<file path="config.mk">
export PLATFORM = sky130hd
export DESIGN_NAME = irq_ctrl
export DESIGN_NICKNAME = d
export VERILOG_FILES = /design/src/rtl/irq_ctrl.sv
export SDC_FILE = /design/constraint.sdc
export NUM_CORES = 1
export LEC_CHECK = 0
export BUFFER_PORTS_ARGS = -buffer_cell sky130_fd_sc_hd__buf_2
export CORE_AREA = 3 3 71 73
export DETAILED_ROUTE_END_ITERATION = 12
export DIE_AREA = 0 0 74 76
export SYNTH_ARGS = -nofsm -noshare
export SYNTH_HDL_FRONTEND = slang
export SYNTH_SLANG_ARGS = --single-unit
</file>
<file path="constraint.sdc">
create_clock -name clk -period 4.5 [get_ports clk]
set_clock_uncertainty 0.1 [all_clocks]
set_input_delay 0.675 -clock clk [delete_from_list [all_inputs] [get_ports clk]]
set_output_delay 0.675 -clock clk [all_outputs]
set_load 0.02 [all_outputs]
</file>
<file path="src/rtl/irq_ctrl.sv">
// irq_ctrl: edge-triggered interrupt controller with a single non-nesting
// service level. Each source has a pending bit, and ENABLE masks those bits
// for arbitration. The lowest enabled pending index wins and gets one
// redirect pulse (irq). The controller then stays in service until the core
// signals mret_i.
//
// Optional build macro:
//   IRQ_CTRL_SYNC_EN  - each src_i bit passes through a 2-flop synchronizer
//                       before edge detection. This adds 2 cycles of latency.
//                       When undefined, src_i must be synchronous to clk.
//
// Ports:
//   clk         clock, rising edge
//   rst_n       asynchronous active-low reset
//   src_i       [NUM_SRC] interrupt request lines (rising-edge triggered)
//   mret_i      one-cycle pulse on return from handler
//   cfg_we      register write strobe
//   cfg_addr    [2]  0 ENABLE (rw), 1 PENDING (w1c), 2 STATUS (ro)
//   cfg_wdata   [32] write data
//   cfg_rdata   [32] combinational read data for cfg_addr
//   irq         one-cycle redirect pulse
//   irq_id      [ID_W] index of the source being serviced
//   in_service  high while a handler is active
//
// state   | meaning
// --------+--------------------------------------------------------------
// IDLE    | waiting for an enabled pending request
// FIRE    | single cycle with irq=1; the winning id is already latched
// SERVICE | handler running; new requests only accumulate; leave on mret_i

module irq_ctrl #(
   parameter int NUM_SRC = 8,
   parameter int ID_W    = 5
) (
   input  logic               clk,
   input  logic               rst_n,
   input  logic [NUM_SRC-1:0] src_i,
   input  logic               mret_i,
   input  logic               cfg_we,
   input  logic [1:0]         cfg_addr,
   input  logic [31:0]        cfg_wdata,
   output logic [31:0]        cfg_rdata,
   output logic               irq,
   output logic [ID_W-1:0]    irq_id,
   output logic               in_service
);

   typedef enum logic [1:0] {
      S_IDLE    = 2'd0,
      S_FIRE    = 2'd1,
      S_SERVICE = 2'd2
   } state_t;

   state_t             r_state;
   state_t             w_state_nxt;
   logic               w_fire;

   logic [NUM_SRC-1:0] w_src;
   logic [NUM_SRC-1:0] r_src_prev;
   logic [NUM_SRC-1:0] w_edge;
   logic [NUM_SRC-1:0] r_enable;
   logic [NUM_SRC-1:0] r_pending;
   logic [NUM_SRC-1:0] w_pending_nxt;
   logic [NUM_SRC-1:0] w_req;
   logic [NUM_SRC-1:0] w_req_low;
   logic [NUM_SRC-1:0] w_fire_clr;
   logic [NUM_SRC-1:0] w_w1c;
   logic               w_any_req;
   logic [ID_W-1:0]    r_irq_id;
   logic [ID_W-1:0]    w_low_id;
   logic               w_unused_wdata;

   // Bits of write data above NUM_SRC have no storage behind them.
   assign w_unused_wdata = ^cfg_wdata;

`ifdef IRQ_CTRL_SYNC_EN
   logic [NUM_SRC-1:0] r_sync1;
   logic [NUM_SRC-1:0] r_sync2;

   always_ff @(posedge clk) begin
      r_sync1 <= src_i;
      r_sync2 <= r_sync1;
   end

   assign w_src = r_sync2;
`else
   assign w_src = src_i;
`endif

   // The edge-detect history has no reset. It follows the line on every clock,
   // including while rst_n is low. As a result, a level that was already high
   // across reset release does not register as a new edge.
   always_ff @(posedge clk) begin
      r_src_prev <= w_src;
   end

   assign w_edge    = w_src & ~r_src_prev;
   assign w_req     = r_pending & r_enable;
   assign w_any_req = |w_req;

   // Isolate the lowest set request bit (x & -x).
   assign w_req_low = w_req & (~w_req + 1'b1);

   always_comb begin
      w_low_id = '0;
      for (int i = NUM_SRC - 1; i >= 0; i--) begin
         if (w_req[i]) w_low_id = ID_W'(i);
      end
   end

   assign w_fire_clr = w_fire ? w_req_low : '0;
   assign w_w1c      = (cfg_we && cfg_addr == 2'd1) ? cfg_wdata[NUM_SRC-1:0] : '0;

   // A new edge wins over both the software clear and the arbitration clear.
   assign w_pending_nxt = (r_pending & ~w_w1c & ~w_fire_clr) | w_edge;

   always_ff @(posedge clk or negedge rst_n) begin
      if (!rst_n) begin
         r_pending <= '0;
         r_enable  <= '0;
      end else begin
         r_pending <= w_pending_nxt;
         if (cfg_we && cfg_addr == 2'd0) r_enable <= cfg_wdata[NUM_SRC-1:0];
      end
   end

   always_ff @(posedge clk or negedge rst_n) begin
      if (!rst_n) begin
         r_state  <= S_IDLE;
         r_irq_id <= '0;
      end else begin
         r_state <= w_state_nxt;
         if (w_fire) r_irq_id <= w_low_id;
      end
   end

   always_comb begin
      w_state_nxt = r_state;
      w_fire      = 1'b0;
      case (r_state)
         S_IDLE: begin
            if (w_any_req) begin
               w_state_nxt = S_FIRE;
               w_fire      = 1'b1;
            end
         end
         S_FIRE:    w_state_nxt = S_SERVICE;
         S_SERVICE: if (mret_i) w_state_nxt = S_IDLE;
         default:   w_state_nxt = S_IDLE;
      endcase
   end

   assign irq        = (r_state == S_FIRE);
   assign in_service = (r_state == S_SERVICE);
   assign irq_id     = r_irq_id;

   always_comb begin
      cfg_rdata = '0;
      case (cfg_addr)
         2'd0: cfg_rdata[NUM_SRC-1:0] = r_enable;
         2'd1: cfg_rdata[NUM_SRC-1:0] = r_pending;
         2'd2: begin
            cfg_rdata[8]      = in_service;
            cfg_rdata[ID_W-1:0] = r_irq_id;
         end
         default: cfg_rdata = '0;
      endcase
   end

endmodule

</file>
==> qor.txt <==
Die width: 74 um
Initial DRT Pass Iterations: 4
Register clock-pin slew on the reported worst setup and hold paths: 0.06 ns
Initial antenna violation count: 0
Antenna Nets Post-Route: 0
DR vias/cell: 4.72
Layout cell share with drive strength beyond 1: 0.285
Fmax: 418 MHz
Number of global-route vias before repair: 1215
Startpoint Class: primary input
Post-synth EDFFs: 0
WP data required: 3.72 ns
ANT cells: 0
Worst-margin pin slew: 0.551 ns
Clk root buf: clkbuf_8
Initial core utilization: 0.353
Setup TNS: 0 ns
Mapped Avg Cell Area: 10.1 um^2
Slew Limit Fails: 0
# DRC: 0
Tcrit/Tclk final: 0.532
I/O Pins: 85
Post-Syn Instances: 154
Reg-to-Reg End: r_pending[7]
Detailed Place HPWL: 2.50 mm
Register Area: 686 um^2
Clock buffer count from CTS: 5
Power Dens Cells: 532 mW/mm^2
Worst-Skew Late Latency: 0.28 ns
Commonest non-fill, non-tap cell in the layout: buf_2
Total track usage: 0.129
Netlist Area Pre-Place: 0.00156 mm^2
Sequential fraction of the synthesis area: 0.440
Placer Congestion: 0.783
Final hold vios: 0
First-pass GRT wire length: 5.58 mm
Peak supply drop: 246 uV
Fin cells: 245
Most frequent cells in the layout: buf_2, conb_1, dfrtp_1
Count of buffers from port buffering: 35
CP Launch Point: cfg_addr[1]
Area Growth Syn to Fin: 13.0%
Max-cap violations: 0
CTS Hold Bufs: 0
Placed Instances: 237
Yosys warns: 0
WL final: 3.36 mm
Htree depth: 2
Post-layout min period: 2.39 ns
R2R Setup Slk: 2.93 ns
Synthesized flop and latch total: 29
CP Class: in -> out
Ys async rst share: 0.724
CP endpoint: cfg_rdata[2]
RSZ-0062 raised after global routing: no
Slew headroom: 0.632
# rows: 24
Reg2Reg Depth: 4
Global route overflow: 0
FF-to-FF Start: r_enable[1]
LEAKAGE: 0.859 nW
Critical Path Fanout Max: 11
Ys flop type: dfrtp_1
CTS resizes: 0
Post-synth cell types: 31
Final Setup Violations: 0
Layout Nets: 238
Largest net degree at the start of global routing: 22
Via count: 1157
DIE AREA: 0.00562 mm^2
CTS max path bufs: 2
CTS tree: built
Core Area: 0.00441 mm^2
Initial DRC count: 35
Min-Delay Path Class: in -> async
Setup crit end kind: primary output
Clock tree sinks: 29
WL/cell: 13.7 um
Postcts setup bufs: 0
Die H: 76 um
# fillers: 473
Worst EP arrival: 1.62 ns
Multi-input logic area: 714 um^2
Status: complete, no violations
## routing by layer
| layer | global-route usage | up-vias | part of all wire |
|---|---|---|---|
| met5 | 0 | - | 0 |
| met4 | 0.0489 | 0 | 0.012 |
| met3 | 0.0396 | 5 | 0.081 |
| met2 | 0.201 | 47 | 0.44 |
| met1 | 0.164 | 548 | 0.46 |
| li1 | - | 557 | - |
## worst min path at each step
stage | to | slack, ns | depth (start not counted)
2_1_floorplan | irq_id[0] | 0.28 | 0
3_3_place_gp | r_pending[1] | 0.29 | 1
3_5_place_dp | r_pending[1] | 0.29 | 1
4_1_cts | r_enable[2] | 0.27 | 1
5_1_grt | r_enable[2] | 0.28 | 1
6_report | r_pending[3] | 0.26 | 1
## final cells by class
cell class                 instances  share of cell area
timing repair buffer              35              0.0994
clock buffer                       8              0.0455
multi-input combinational        110               0.406
tap                               52              0.0369
sequential                        29               0.389
inverter                          11              0.0234
## where the power goes
group | switching (W) | total, W | internal, W
clock | 0.0000928 | 0.000202 | 0.000110
sequential | 0.0000780 | 0.000402 | 0.000324
combinational | 0.000192 | 0.000333 | 0.000141
## per-stage QoR
stage / cell area, um^2 / hold slack [ns] / power (W) / util / worst slack, ns
6_report: 1760 / 0.259 / 0.000937 / 0.399 / 2.11
5_1_grt: 1760 / 0.285 / 0.00101 / 0.399 / 2.02
4_1_cts: 1760 / 0.274 / 0.000946 / 0.399 / 2.10
3_5_place_dp: 1680 / 0.293 / 0.000740 / 0.381 / 2.11
3_3_place_gp: 1680 / 0.287 / 0.000734 / 0.381 / 2.06
2_1_floorplan: 1650 / 0.279 / 0.000653 / - / 2.28
## kinds of logic (layout without fill, tap and decap cells)
family / Yosys count / in the layout / synth area share
AND/OR/NAND/NOR: 42 / 42 / 0.137
buffers and inverters: 39 / 54 / 0.160
flip-flops: 29 / 29 / 0.440
AO/OA/AOI/OAI: 26 / 26 / 0.144
multiplexers: 17 / 17 / 0.116
other: 1 / 25 / 0.00241
## flip-flops by register name, summed over array words and instances, names as in the netlist
signal	flops
irq_id	3
r_enable	8
r_pending	8
r_src_prev	8
r_state	2
## worst max-delay path: stages
cell and delay, ns:
buf_2 0.23, nor2b_1 0.31, nand2_1 0.10, o21ai_0 0.10, buf_2 0.21
## synthesized netlist by cell type, drive strengths merged, types with 3 or more instances
master | n | area, um^2
a21oi | 3 | 15.0
a22oi | 4 | 53.8
a32o | 7 | 70.1
buf | 28 | 208
dfrtp | 21 | 526
dfxtp | 8 | 160
inv | 11 | 41.3
mux2 | 9 | 101
mux2i | 8 | 80.1
nand2 | 20 | 75.1
nand4 | 4 | 25.0
nor2 | 7 | 26.3
nor2b | 3 | 18.8
o21ai | 6 | 30.0
(Power assumes the default switching activity.)
